<file path="config.mk">
export PLATFORM = sky130hd
export DESIGN_NAME = ext_bus_host
export DESIGN_NICKNAME = d
export VERILOG_FILES = /design/src/rtl/ext_bus_host.sv
export SDC_FILE = /design/constraint.sdc
export NUM_CORES = 1
export LEC_CHECK = 0
export BUFFER_PORTS_ARGS = -buffer_cell sky130_fd_sc_hd__buf_2
export CAP_MARGIN = 20
export CORE_MARGIN = 3
export CORE_UTILIZATION = 52
export DETAILED_ROUTE_END_ITERATION = 6
export HOLD_SLACK_MARGIN = 0.08
export MAX_ROUTING_LAYER = met4
export PLACE_DENSITY = 0.87
export RECOVER_POWER = 100
export SLEW_MARGIN = 20
export SYNTH_ARGS = -nofsm -noshare
export SYNTH_HDL_FRONTEND = slang
export SYNTH_SLANG_ARGS = --single-unit
</file>
<file path="constraint.sdc">
create_clock -name clk_sys -period 3.4 [get_ports clk_sys]
set_input_delay 0.34 -clock clk_sys [delete_from_list [all_inputs] [get_ports clk_sys]]
set_output_delay 0.34 -clock clk_sys [all_outputs]
set_load 0.01 [all_outputs]
</file>
<file path="src/rtl/ext_bus_host.sv">
// ext_bus_host: host end of a strobed 36-bit shared bus.
// Each transaction sends cmd, then addr, then len data words. Every word is
// one strobe cycle followed by STROBE_GAP wait cycles. The responder word is
// sampled in the last wait cycle. Transactions are separated by at least
// IDLE_GAP enable-low cycles.
module ext_bus_host #(
    parameter int STROBE_GAP = 3,
    parameter int IDLE_GAP   = 2
) (
    input  logic        clk_sys,
    input  logic        reset,
    inout  wire  [35:0] EXT_BUS,
    input  logic        start,
    input  logic [15:0] cmd,
    input  logic [15:0] addr,
    input  logic [7:0]  len,
    input  logic        abort,
    input  logic [15:0] wr_data,
    output logic        wr_ack,
    output logic [15:0] rd_data,
    output logic        rd_valid,
    output logic [7:0]  status,
    output logic        resp_ok,
    output logic        busy,
    output logic        done,
    output logic        error
);

    localparam int CNT_MAX = (STROBE_GAP > IDLE_GAP) ? STROBE_GAP : IDLE_GAP;
    // The counter only ever holds values 0..CNT_MAX-1.
    localparam int CW = $clog2(CNT_MAX);
    localparam logic [CW-1:0] SG_LOAD = CW'(STROBE_GAP - 1);
    localparam logic [CW-1:0] IG_LOAD = CW'(IDLE_GAP - 1);

    typedef enum logic [2:0] {IDLE, SETUP, STROBE, WAIT, GAP} state_e;

    state_e        state_q, state_d;
    logic [CW-1:0] cnt_q, cnt_d;
    // The word index is 9 bits so that index len+1 = 256 does not wrap.
    logic [8:0]    idx_q, idx_d;
    logic [15:0]   cmd_q, cmd_d;
    logic [15:0]   addr_q, addr_d;
    logic [7:0]    len_q, len_d;
    logic [1:0]    enable_q, enable_d;
    logic          strobe_q, strobe_d;
    logic [15:0]   word_q, word_d;
    logic          wr_ack_q, wr_ack_d;
    logic [15:0]   rd_data_q, rd_data_d;
    logic          rd_valid_q, rd_valid_d;
    logic [7:0]    status_q, status_d;
    logic          resp_ok_q, resp_ok_d;
    logic          busy_q, busy_d;
    logic          done_q, done_d;
    logic          error_q, error_d;

    logic          go_gap, gap_err, go_strobe;
    logic [8:0]    strobe_idx, last_idx;

    // Responder side of the bus: bit 32 is dout_en, [15:0] is the response word.
    logic [15:0] resp_word;
    logic        resp_dout_en, resp_claim;
    assign resp_word    = EXT_BUS[15:0];
    assign resp_dout_en = EXT_BUS[32];
    assign resp_claim   = resp_dout_en && (resp_word[15:8] == 8'hC0);

    // Host-driven fields come straight from flops; the responder fields float.
    assign EXT_BUS[35:34] = enable_q;
    assign EXT_BUS[33]    = strobe_q;
    assign EXT_BUS[31:16] = word_q;
    assign EXT_BUS[32]    = 1'bz;
    assign EXT_BUS[15:0]  = 16'bz;

    // Next-state and next-output logic of the transaction sequencer.
    always_comb begin
        // NOTE: every signal written here gets a default first, so no path
        // through the case statement can leave a latch behind.
        state_d    = state_q;
        cnt_d      = cnt_q;
        idx_d      = idx_q;
        cmd_d      = cmd_q;
        addr_d     = addr_q;
        len_d      = len_q;
        enable_d   = enable_q;
        strobe_d   = 1'b0;
        word_d     = 16'h0000;
        wr_ack_d   = 1'b0;
        rd_data_d  = rd_data_q;
        rd_valid_d = 1'b0;
        status_d   = status_q;
        resp_ok_d  = resp_ok_q;
        busy_d     = busy_q;
        done_d     = 1'b0;
        error_d    = 1'b0;
        go_gap     = 1'b0;
        gap_err    = 1'b0;
        go_strobe  = 1'b0;
        strobe_idx = idx_q;
        last_idx   = {1'b0, len_q} + 9'd1;

        case (state_q)
            IDLE: begin
                if (start) begin
                    cmd_d    = cmd;
                    addr_d   = addr;
                    len_d    = len;
                    idx_d    = 9'd0;
                    busy_d   = 1'b1;
                    enable_d = 2'b01;
                    cnt_d    = SG_LOAD;
                    state_d  = SETUP;
                end
            end
            SETUP: begin
                if (abort) begin
                    go_gap  = 1'b1;
                    gap_err = 1'b1;
                end else if (cnt_q == '0) begin
                    go_strobe = 1'b1;
                end else begin
                    cnt_d = cnt_q - CW'(1);
                end
            end
            STROBE: begin
                // An abort here still lets the strobe already on the bus
                // complete, but its response is never sampled.
                if (abort) begin
                    go_gap  = 1'b1;
                    gap_err = 1'b1;
                end else begin
                    cnt_d   = SG_LOAD;
                    state_d = WAIT;
                end
            end
            WAIT: begin
                if (abort) begin
                    go_gap  = 1'b1;
                    gap_err = 1'b1;
                end else if (cnt_q == '0) begin
                    if (idx_q == 9'd0) begin
                        status_d  = resp_word[7:0];
                        resp_ok_d = resp_claim;
                        if (!resp_claim) begin
                            go_gap  = 1'b1;
                            gap_err = 1'b1;
                        end else begin
                            go_strobe  = 1'b1;
                            strobe_idx = 9'd1;
                        end
                    end else begin
                        // The addr response (index 1) is discarded.
                        if (idx_q >= 9'd2) begin
                            rd_data_d  = resp_word;
                            rd_valid_d = 1'b1;
                        end
                        if (idx_q == last_idx) begin
                            go_gap = 1'b1;
                        end else begin
                            go_strobe  = 1'b1;
                            strobe_idx = idx_q + 9'd1;
                        end
                    end
                end else begin
                    cnt_d = cnt_q - CW'(1);
                end
            end
            GAP: begin
                if (cnt_q == '0) begin
                    busy_d  = 1'b0;
                    state_d = IDLE;
                end else begin
                    cnt_d = cnt_q - CW'(1);
                end
            end
            default: state_d = IDLE;
        endcase

        if (go_strobe) begin
            state_d  = STROBE;
            idx_d    = strobe_idx;
            strobe_d = 1'b1;
            wr_ack_d = (strobe_idx >= 9'd2);
            if (strobe_idx == 9'd0) begin
                word_d = cmd_q;
            end else if (strobe_idx == 9'd1) begin
                word_d = addr_q;
            end else begin
                word_d = wr_data;
            end
        end

        if (go_gap) begin
            state_d  = GAP;
            cnt_d    = IG_LOAD;
            enable_d = 2'b00;
            done_d   = 1'b1;
            error_d  = gap_err;
        end
    end

    // Register all state and outputs; reset returns everything to idle/zero.
    always_ff @(posedge clk_sys) begin
        // NOTE: non-blocking assignments make every flop sample the
        // pre-edge values, independent of statement order.
        if (reset) begin
            state_q    <= IDLE;
            cnt_q      <= '0;
            idx_q      <= 9'd0;
            cmd_q      <= 16'h0000;
            addr_q     <= 16'h0000;
            len_q      <= 8'h00;
            enable_q   <= 2'b00;
            strobe_q   <= 1'b0;
            word_q     <= 16'h0000;
            wr_ack_q   <= 1'b0;
            rd_data_q  <= 16'h0000;
            rd_valid_q <= 1'b0;
            status_q   <= 8'h00;
            resp_ok_q  <= 1'b0;
            busy_q     <= 1'b0;
            done_q     <= 1'b0;
            error_q    <= 1'b0;
        end else begin
            state_q    <= state_d;
            cnt_q      <= cnt_d;
            idx_q      <= idx_d;
            cmd_q      <= cmd_d;
            addr_q     <= addr_d;
            len_q      <= len_d;
            enable_q   <= enable_d;
            strobe_q   <= strobe_d;
            word_q     <= word_d;
            wr_ack_q   <= wr_ack_d;
            rd_data_q  <= rd_data_d;
            rd_valid_q <= rd_valid_d;
            status_q   <= status_d;
            resp_ok_q  <= resp_ok_d;
            busy_q     <= busy_d;
            done_q     <= done_d;
            error_q    <= error_d;
        end
    end

    assign wr_ack   = wr_ack_q;
    assign rd_data  = rd_data_q;
    assign rd_valid = rd_valid_q;
    assign status   = status_q;
    assign resp_ok  = resp_ok_q;
    assign busy     = busy_q;
    assign done     = done_q;
    assign error    = error_q;

endmodule

</file>
==> run summary, run 1 <==
Skew-Pair Late Insertion Delay = 0.36 ns
Post-DP HPWL = 7.15 mm
Reg clk slew, reported paths = 0.08 ns
CP endpoint kind = flop
Seq cells post-synth = 79
Max-cap violations = 0
Data arrival, critical path = 3.39 ns
FMAX = 0.322 GHz
Final Max Tran Viols = 0
I/O pin cnt = 126
GRT Overall Usage = 21.0%
Total gr overflow = 0
Final #Nets = 635
Setup TNS = 0 ns
Core Box Area = 7890 µm²
Final hold viol count = 0
Main flop type after synthesis = dfxtp_1
Largest net degree at the start of global routing = 35
GP Congestion = 0.932
Die X = 97.1 µm
1st-iter DRT viols = 324
Gate Count Post-Synth = 521
Fin crit share = 91.2%
Max IR drop VDD = 347 µV
Post-route DRC = 0
CTS tree = yes
Final Non-Filler Cells = 677
CTS root buf = clkbuf_8
Minimum clock period = 3.10 ns
Synthesized cell area = 4320 µm²
Die area = 9440 µm²
Final setup violation count = 0
N_diodes = 0
First-pass GRT wire length = 16.0 mm
Placed cells = 662
WL final = 9.79 mm
Top fanout value on the critical path = 8
Crit path largest cell delay = 0.51 ns
Post-DRT Antenna Nets = 0
Relative slew slack = 14.4%
Measured slew at the worst slew-check pin = 1.28 ns
Row count = 32
Synth warnings = 0
Sequential fraction of the synthesis area = 36.6%
CP Cell Sequence = ha_2 -> xor2_1 -> nor3_1 -> o2111ai_1 -> o311ai_4 -> and2_2 -> a21oi_1 -> buf_4 -> mux2_2 -> nor2_1
Clk buf depth = 2
Vias per cell = 5.46
Distinct cell type count after synthesis = 58
P_leak = 1.79 nW
Kind of critical path = reg -> reg
Max H-tree Level = 3
TritonCTS Buffers = 9
Outcome = finished, final reports clean
Vias = 3699
Syn Area/Cell = 8.29 µm²
RSZ-0062 raised after global routing = no
Share of cells above drive strength 1 = 24.0%
Antenna violations before repair = 0
Share of flip-flops with an asynchronous set or reset = 0%
Die Ht = 97.1 µm
Per-cell routed wire length = 14.5 µm
Worst min-delay path class = in -> reg
CP Launch Type = flop
Starting density of the core = 54.8%
EDFF count, synth = 0
Area delta synth->final = 8.00%
CP Data Required Time = 3.69 ns
Skew final = 0.0140 ns
Port-buffer cells = 88
Detailed Routing Iterations Pass 1 = 6
Pwr Density = 463 nW/µm²
Vias in the first global route = 3439
Sinks on Clock Net = 79
Slowest CP cell = a21oi_1
-- path summary, 6_finish.rpt --
check | from | to | slack [ns] | cells past startpoint
worst min-delay path | EXT_BUS[34] | EXT_BUS[34] | 0.12 | 2
worst max-delay path | len_q[0] | idx_q[1] | 0.30 | 10
worst max register to register | len_q[0] | idx_q[1] | 0.30 | 10
worst min register to register | addr_q[3] | addr_q[3] | 0.46 | 2
-- sequential cells by signal (all words and copies together), names as in the netlist --
register and flops:
idx_q 9, len_q 8, rd_data 1, EXT_BUS 18, wr_ack 1, rd_valid 1, status 1, cnt_q 2
busy 1, cmd_q 16, addr_q 16, state_q 3, done 1, error 1
-- through the flow --
| step | total power [mW] | setup WS, ns | utilization [%] | area [µm²] | hold slack [ns] |
|---|---|---|---|---|---|
| after floorplan | 1.34 | 0.663 | - | 4390 | 0.433 |
| after global placement | 1.42 | 0.268 | 57.5 | 4540 | 0.441 |
| after detailed placement | 1.43 | 0.225 | 57.5 | 4540 | 0.446 |
| after CTS | 2.17 | 0.179 | 60.2 | 4750 | 0.106 |
| after global routing | 2.26 | 0.0181 | 59.1 | 4660 | 0.113 |
| final | 2.16 | 0.298 | 59.1 | 4660 | 0.117 |
-- power by group --
part	total (mW)	switching [mW]	internal [mW]	leakage (nW)
Clock	0.749	0.341	0.408	0.105
Sequential	1.05	0.0570	0.993	0.644
Combinational	0.362	0.219	0.143	1.04
-- kinds of logic (layout without fill, tap and decap cells) --
family | Yosys count | count (layout) | share of synthesized area [%]
multiplexers | 19 | 19 | 5.71
AO/OA/AOI/OAI | 105 | 105 | 16.3
adder cells (fa/ha/maj) | 4 | 4 | 1.16
AND/OR/NAND/NOR | 217 | 217 | 25.0
buffers and inverters | 84 | 120 | 12.8
flip-flops | 79 | 79 | 36.6
XOR/XNOR | 12 | 12 | 2.43
other | 1 | 19 | 0.0868
-- layout make-up --
class	count	area, µm²
Fill cell	695	3220
Multi-Input combinational cell	376	2220
Sequential cell	79	1580
Timing Repair Buffer	100	507
Tap cell	102	128
Clock buffer	9	124
Clock inverter	6	86.3
Inverter	5	18.8
-- what timing repair did --
item | in CTS | in global routing
setup buffers | 0 | 0
hold buffers | 0 | 0
gates resized for setup | 0 | 5
endpoints found under the setup margin | 0 | 18
-- cells in the final DEF, fill, tap and decap left out, types with 6 or more instances in the layout --
master,synthesis,layout
conb_1,1,19
nor3_2,18,9
o21ai_0,6,6
mux2_4,9,9
nor3_1,22,31
nand3_1,7,7
clkbuf_1,19,30
buf_2,10,59
clkbuf_8,0,9
a21oi_1,61,61
mux2_2,9,9
buf_4,45,9
nand2b_1,7,7
xnor2_1,7,7
dfxtp_1,79,78
nand2_1,106,106
nor2_1,30,30
a21oi_2,10,10
-- worst max-delay path: cells and delay by family, from the launching register on --
family | cells | cell delay (ns)
adders and majority gates | 1 | 0.32
xor gates and xnor gates | 1 | 0.18
AOI/OAI and AO/OA | 3 | 1.04
buffers and inverters | 1 | 0.26
and+or+nand+nor | 3 | 0.44
DFF | 1 | 0.47
muxes | 1 | 0.33
-- synth_stat cells, types with 2 or more instances --
library cell	number	area share, %
nand2_1	106	9.2
dfxtp_1	79	37
a21oi_1	61	7.1
buf_4	45	7.8
nor2_1	30	2.6
nor3_1	22	2.5
clkbuf_1	19	1.7
nor3_2	18	4.2
a21oi_2	10	2.0
buf_2	10	1.2
mux2_2	9	2.3
mux2_4	9	3.1
nand2b_1	7	1.0
nand3_1	7	0.81
xnor2_1	7	1.4
o21ai_0	6	0.70
a311oi_1	5	1.0
inv_1	5	0.43
xor2_1	5	1.0
ha_1	4	1.2
nor4_1	4	0.58
and2_1	3	0.43
and3_1	3	0.43
buf_6	3	0.78
or3_1	3	0.43
a211oi_2	2	0.58
a21o_1	2	0.35
a31oi_1	2	0.29
and4_1	2	0.41
buf_12	2	0.93
nand4_1	2	0.29
o2111ai_1	2	0.41
o22ai_1	2	0.29
-- per-layer routing --
layer | part of all wire [%] | track usage, % | vias up
li1 | - | - | 1817
met1 | 43 | 26.3 | 1691
met2 | 48 | 33.8 | 174
met3 | 8.1 | 4.88 | 17
met4 | 1.3 | 6.37 | 0
met5 | 0 | - | -
(Power assumes the default switching activity.)
==> run 2, diff against run 1 <==
--- a/config.mk
+++ b/config.mk
@@ -12,7 +12,7 @@
 export DETAILED_ROUTE_END_ITERATION = 6
 export HOLD_SLACK_MARGIN = 0.08
 export MAX_ROUTING_LAYER = met4
-export PLACE_DENSITY = 0.87
+export PLACE_DENSITY_LB_ADDON = 0.12
 export RECOVER_POWER = 100
 export SLEW_MARGIN = 20
 export SYNTH_ARGS = -nofsm -noshare
==> run 2 against run 1 <==
Hold slack worse by 0.0017 ns. Global-route usage is 0.29 points lower. Sequential share of layout area is 0.25 points lower. Non-clock buffer count is 4 higher.
==> run summary, run 2 (synthesized netlist as in run 1, its figures left out) <==
Outcome = finished, final reports clean (unchanged)
CP Launch Type = flop (unchanged)
Die Ht = 97.1 µm (unchanged)
Fin util = 59.5% (was 59.1%)
Data arrival, critical path = 3.34 ns (was 3.39 ns)
CTS root buf = clkbuf_8 (unchanged)
Psw = 0.642 mW (was 0.617 mW)
Share of cells above drive strength 1 = 23.4% (was 24.0%)
WHS Path Cells = 2 (unchanged)
Commonest non-fill, non-tap cell in the layout = nand2_1 (unchanged)
1st-iter DRT viols = 194 (was 324)
CP Cell Sequence = nand3_2 -> nor3_1 -> xor2_1 -> o311ai_4 -> and2_1 -> o22a_1 -> buf_12 -> mux2_1 -> nor3_1 -> nor3_1 (was ha_2 -> xor2_1 -> nor3_1 -> o2111ai_1 -> o311ai_4 -> and2_2 -> a21oi_1 -> buf_4 -> mux2_2 -> nor2_1)
GRT Overall Usage = 20.7% (was 21.0%)
Worst min-delay path class = in -> reg (unchanged)
R2R depth = 10 (unchanged)
Row count = 32 (unchanged)
Max-cap violations = 0 (unchanged)
Area after DPL = 4570 µm² (was 4540 µm²)
Vias in the first global route = 3189 (was 3439)
Final #Nets = 639 (was 635)
Sequential power share = 48.5% (was 48.6%)
Worst r2r src = len_q[2] (was len_q[0])
Most frequent CP cell = nor3_1
TritonCTS Buffers = 9 (unchanged)
Fin crit share = 91.2% (about the same)
Vias = 3575 (was 3699)
Final hold viol count = 0 (unchanged)
I/O pin cnt = 126 (unchanged)
Most frequent cells in the layout = nand2_1, dfxtp_1, a21oi_1 (unchanged)
Hold endpoint = EXT_BUS[34] (unchanged)
Flop2flop setup slack = 0.30 ns (about the same)
R2R Path End = EXT_BUS[18] (was idx_q[1])
Logic gate share of total power = 16.5% (was 16.8%)
RSZ-0062 raised after global routing = no (unchanged)
Worst path bufs/invs = 1 (unchanged)
CP endpoint kind = flop (unchanged)
Relative slew slack = 28.5% (was 14.4%)
Reg clk slew, reported paths = 0.08 ns (about the same)
Max H-tree Level = 3 (unchanged)
Internal power = 1.52 mW (was 1.54 mW)
Die X = 97.1 µm (unchanged)
Max IR drop VDD = 333 µV (was 347 µV)
Antenna violations before repair = 0 (unchanged)
First-pass GRT wire length = 15.7 mm (was 16.0 mm)
Die area = 9440 µm² (unchanged)
Port-buffer cells = 88 (unchanged)
Setup TNS = 0 ns (unchanged)
Core Box Area = 7890 µm² (unchanged)
Largest net degree at the start of global routing = 36 (was 35)
CP Data Required Time = 3.64 ns (was 3.69 ns)
Slowest CP cell = dfxtp_1 (was a21oi_1)
Sinks on Clock Net = 79 (unchanged)
Post-DRT Antenna Nets = 0 (unchanged)
Switch share = 29.7% (was 28.6%)
Minimum clock period = 3.10 ns (about the same)
Clk buf depth = 2 (unchanged)
Pwr Density = 460 nW/µm² (was 463 nW/µm²)
N_diodes = 0 (unchanged)
GP Congestion = 0.850 (was 0.932)
Skew final = 0.00857 ns (was 0.0140 ns)
Detailed Routing Iterations Pass 1 = 5 (was 6)
Starting density of the core = 54.8% (unchanged)
Skew-Pair Late Insertion Delay = 0.35 ns (was 0.36 ns)
WL final = 9.69 mm (was 9.79 mm)
CTS tree = yes (unchanged)
Crit path largest cell delay = 0.54 ns (was 0.51 ns)
Post-route DRC = 0 (unchanged)
Vias per cell = 5.24 (was 5.46)
Hold slack = 0.115 ns (was 0.117 ns)
Final Max Tran Viols = 0 (unchanged)
Top fanout value on the critical path = 17 (was 8)
Final setup violation count = 0 (unchanged)
Total gr overflow = 0 (unchanged)
Clock Power Share = 35.0% (was 34.7%)
P_leak = 1.78 nW (was 1.79 nW)
Hold Crit Start = EXT_BUS[34] (unchanged)
Kind of critical path = reg -> reg (unchanged)
Post-DP HPWL = 6.99 mm (was 7.15 mm)
Per-cell routed wire length = 14.2 µm (was 14.5 µm)
Area delta synth->final = 8.72% (was 8.00%)
Max reg flops = 18 (unchanged)
Finished Cell Area = 4700 µm² (was 4660 µm²)
Measured slew at the worst slew-check pin = 1.07 ns (was 1.28 ns)
Crit-path leading delay family = simple AND/OR/NAND/NOR gates (was compound AO/OA/AOI/OAI gates)
FMAX = 0.322 GHz (about the same)
==> run 2: cell count changes in the layout (fill, tap and decap cells not counted), sizes merged <==
cell	previous run	this run
clkinv	3	1
clkinvlp	1	2
bufinv	2	1
inv	5	6
clkbuf	39	45
==> run 2: through the flow <==
step	total power, mW	setup WS [ns]	cells
floorplan	1.34	0.663	539
global placement	1.42	0.339	666
detailed placement	1.43	0.297	666
CTS	2.18	0.275	682
global route	2.27	0.0462	682
finish	2.16	0.299	682
==> run 2: worst max path at each step <==
stage / startpoint / to / slack, ns / cells past startpoint
2_1_floorplan: len_q[0] / EXT_BUS[23] / 0.66 / 14
3_3_place_gp: len_q[0] / EXT_BUS[18] / 0.34 / 11
3_5_place_dp: len_q[0] / EXT_BUS[18] / 0.30 / 11
4_1_cts: len_q[0] / EXT_BUS[18] / 0.28 / 11
5_1_grt: len_q[2] / EXT_BUS[18] / 0.05 / 10
6_report: len_q[2] / EXT_BUS[18] / 0.30 / 10
==> run 2: worst register-to-register path, cell delays in order, from the launching register on <==
cell and delay [ns]:
dfxtp_1 0.54, nand3_2 0.16, nor3_1 0.26, xor2_1 0.14, o311ai_4 0.40, and2_1 0.39, o22a_1 0.23, buf_12 0.18
mux2_1 0.37, nor3_1 0.24, nor3_1 0.08
==> run 2: power groups by stage <==
stage | logic, mW | registers [mW] | clock network, mW
4_1_cts | 0.367 | 1.05 | 0.769
5_1_grt | 0.403 | 1.06 | 0.808
3_5_place_dp | 0.366 | 1.07 | 0
3_3_place_gp | 0.358 | 1.06 | 0
2_1_floorplan | 0.291 | 1.05 | 0
6_report | 0.357 | 1.05 | 0.756
==> run 2: layer usage <==
layer / part of all wire, % / vias up / global-route usage [%]
li1: - / 1825 / -
met1: 48 / 1650 / 29.5
met2: 46 / 91 / 30.2
met3: 4.8 / 9 / 3.66
met4: 0.91 / 0 / 5.83
met5: 0 / - / -
==> run 2: what timing repair did <==
item	4_1_cts	5_1_grt
hold buffers	0	0
endpoints found under the setup margin	0	2
resized for setup	0	1
buffers inserted	0	0
==> run 2: area by class of cell <==
class	count	area, µm²
clock buffers	11	151
clock inverters	5	65.1
fillers	728	3190
inverters	5	18.8
multi-input cells	376	2220
flip-flops and latches	79	1580
well taps	102	128
repair buffers	104	531
==> run 3, diff against run 2 <==
--- a/config.mk
+++ b/config.mk
@@ -8,12 +8,14 @@
 export BUFFER_PORTS_ARGS = -buffer_cell sky130_fd_sc_hd__buf_2
 export CAP_MARGIN = 20
 export CORE_MARGIN = 3
-export CORE_UTILIZATION = 52
+export CORE_UTILIZATION = 54
+export CTS_BUF_LIST = sky130_fd_sc_hd__clkbuf_8
 export DETAILED_ROUTE_END_ITERATION = 6
 export HOLD_SLACK_MARGIN = 0.08
 export MAX_ROUTING_LAYER = met4
 export PLACE_DENSITY_LB_ADDON = 0.12
 export RECOVER_POWER = 100
+export SETUP_SLACK_MARGIN = 0.5
 export SLEW_MARGIN = 20
 export SYNTH_ARGS = -nofsm -noshare
 export SYNTH_HDL_FRONTEND = slang
==> run 3 against run 2 <==
Utilization increased by 4.6 points. Power decreased by 6.1%. Die area decreased by 3.5%. Clock power decreased by 20%. Sequential share of layout area decreased by 0.62 points. Critical path depth increased by 2. Hold slack got worse by 0.0020 ns. Largest cell class unchanged.
==> run summary, run 3 (synthesized netlist as in run 1, its figures left out) <==
Most frequent cells in the layout = nand2_1, dfxtp_1, a21oi_1 (unchanged)
Reg clk slew, reported paths = 0.08 ns (about the same)
Worst r2r src = len_q[0] (was len_q[2])
GRT Overall Usage = 21.7% (was 20.7%)
WL final = 9.89 mm (was 9.69 mm)
CTS tree = yes (unchanged)
Die Ht = 95.4 µm (was 97.1 µm)
Setup WS pre-CTS = 0.181 ns (was 0.297 ns)
Sinks on Clock Net = 79 (unchanged)
CP endpoint kind = flop (unchanged)
Worst path bufs/invs = 3 (was 1)
Placed cells = 664 (was 666)
FMAX = 0.337 GHz (was 0.322 GHz)
Minimum clock period = 2.97 ns (was 3.10 ns)
WHS Path Cells = 2 (unchanged)
Core Box Area = 7490 µm² (was 7890 µm²)
Hold endpoint = EXT_BUS[34] (unchanged)
CP Data Required Time = 3.64 ns (about the same)
Max IR drop VDD = 242 µV (was 333 µV)
I/O pin cnt = 126 (unchanged)
Kind of critical path = reg -> reg (unchanged)
Vias = 3629 (was 3575)
1st-iter DRT viols = 209 (was 194)
Fin crit share = 87.3% (was 91.2%)
Share of cells above drive strength 1 = 27.8% (was 23.4%)
Skew final = 0.0101 ns (was 0.00857 ns)
Final #Nets = 645 (was 639)
Relative slew slack = 35.4% (was 28.5%)
Starting density of the core = 57.7% (was 54.8%)
Max-cap violations = 0 (unchanged)
P_leak = 1.84 nW (was 1.78 nW)
Top fanout value on the critical path = 17 (unchanged)
First-pass GRT wire length = 15.0 mm (was 15.7 mm)
Vias per cell = 5.30 (was 5.24)
Slowest CP cell = a211oi_1 (was dfxtp_1)
Final setup violation count = 0 (unchanged)
Per-cell routed wire length = 14.4 µm (was 14.2 µm)
CTS root buf = clkbuf_8 (unchanged)
CP Launch Type = flop (unchanged)
Measured slew at the worst slew-check pin = 0.967 ns (was 1.07 ns)
Crit path largest cell delay = 0.49 ns (was 0.54 ns)
RSZ-0062 raised after global routing = yes (was no)
Antenna violations before repair = 0 (unchanged)
Post-route DRC = 0 (unchanged)
Tot Pwr = 2.03 mW (was 2.16 mW)
Skew-Pair Late Insertion Delay = 0.35 ns (about the same)
Die X = 95.4 µm (was 97.1 µm)
Final hold viol count = 0 (unchanged)
R2R Path End = EXT_BUS[18] (unchanged)
Hold Crit Start = EXT_BUS[34] (unchanged)
Pwr Density = 423 nW/µm² (was 460 nW/µm²)
Final WS setup = 0.433 ns (was 0.299 ns)
Outcome = finished, final reports clean (unchanged)
Post-DP HPWL = 7.14 mm (was 6.99 mm)
Clk buf depth = 2 (unchanged)
Die area = 9110 µm² (was 9440 µm²)
Total gr overflow = 0 (unchanged)
Max reg flops = 18 (unchanged)
Detailed Routing Iterations Pass 1 = 5 (unchanged)
Port-buffer cells = 88 (unchanged)
Final Non-Filler Cells = 685 (was 682)
Flop2flop setup slack = 0.43 ns (was 0.30 ns)
CP Cell Sequence = buf_4 -> and3_4 -> nor4_1 -> a21oi_1 -> a211oi_1 -> buf_4 -> a211oi_1 -> o22ai_1 -> and4_1 -> buf_12 -> a21oi_1 -> nor3_1 (was nand3_2 -> nor3_1 -> xor2_1 -> o311ai_4 -> and2_1 -> o22a_1 -> buf_12 -> mux2_1 -> nor3_1 -> nor3_1)
Final Max Tran Viols = 0 (unchanged)
Area delta synth->final = 11.1% (was 8.72%)
TritonCTS Buffers = 9 (unchanged)
GP Congestion = 0.833 (was 0.850)
Largest net degree at the start of global routing = 45 (was 36)
Crit-path leading delay family = simple AND/OR/NAND/NOR gates (unchanged)
Data arrival, critical path = 3.20 ns (was 3.34 ns)
Commonest non-fill, non-tap cell in the layout = nand2_1 (unchanged)
R2R depth = 12 (was 10)
Worst min-delay path class = in -> reg (unchanged)
Max H-tree Level = 3 (unchanged)
Setup TNS = 0 ns (unchanged)
Row count = 31 (was 32)
Post-DRT Antenna Nets = 0 (unchanged)
Vias in the first global route = 3205 (was 3189)
N_diodes = 0 (unchanged)
## run 3: changes by cell type in the layout (fill, tap and decap cells not counted), moves of 2 or more
| cell | change |
|---|---|
| nor3_1 | -9 |
| nor3_2 | +9 |
| mux2_2 | +2 |
| clkbuf_2 | +2 |
| clkbuf_1 | -4 |
| buf_4 | +8 |
| inv_1 | +2 |
| dfxtp_2 | +4 |
| clkbuf_8 | -2 |
| mux2_1 | -2 |
| dfxtp_1 | -4 |
| clkinv_2 | +2 |
## run 3: report_power, final
part | internal (mW) | switching, mW
Sequential | 0.993 | 0.0560
Combinational | 0.150 | 0.223
Clock | 0.260 | 0.348
## run 3: cell type report
| class | instances | area (µm²) |
|---|---|---|
| fillers | 694 | 2690 |
| multi-input cells | 376 | 2320 |
| flip-flops and latches | 79 | 1590 |
| repair buffers | 110 | 586 |
| clock buffers | 9 | 124 |
| well taps | 99 | 124 |
| clock inverters | 7 | 41.3 |
| inverters | 5 | 18.8 |
## run 3: timing repair
action / in CTS / in global routing
pin swaps: 0 / 5
gates cloned: 0 / 0
hold buffers: 0 / 0
setup endpoints to repair: 17 / 22
buffers inserted: 0 / 5
resized for setup: 8 / 16
## run 3: metrics by stage
step / cell area [µm²] / hold WS [ns] / util [%]
floorplan: 4390 / 0.433 / -
global placement: 4550 / 0.439 / 60.7
detailed placement: 4550 / 0.443 / 60.7
CTS: 4740 / 0.103 / 63.4
global route: 4800 / 0.111 / 64.1
finish: 4800 / 0.113 / 64.1
## run 3: worst register-to-register path, stage by stage, from the launching register on
cell	delay (ns)
dfxtp_2	0.34
buf_4	0.15
and3_4	0.16
nor4_1	0.28
a21oi_1	0.07
a211oi_1	0.49
buf_4	0.25
a211oi_1	0.09
o22ai_1	0.24
and4_1	0.28
buf_12	0.17
a21oi_1	0.08
nor3_1	0.26
## run 3: worst max path at each step
stage,start,endpoint,slack (ns),cells after the start
floorplan,len_q[0],EXT_BUS[23],0.66,14
global placement,len_q[1],EXT_BUS[30],0.25,11
detailed placement,len_q[1],EXT_BUS[28],0.18,11
CTS,len_q[0],EXT_BUS[28],0.53,11
global route,len_q[2],EXT_BUS[20],0.25,11
finish,len_q[0],EXT_BUS[18],0.43,12
## run 3: layer usage
metal	vias to the layer above	wire, µm	track usage [%]
met1	1657	4500	29.5
li1	1833	-	-
met4	0	141	7.94
met5	-	0	-
met3	16	600	3.47
met2	123	4650	32.8
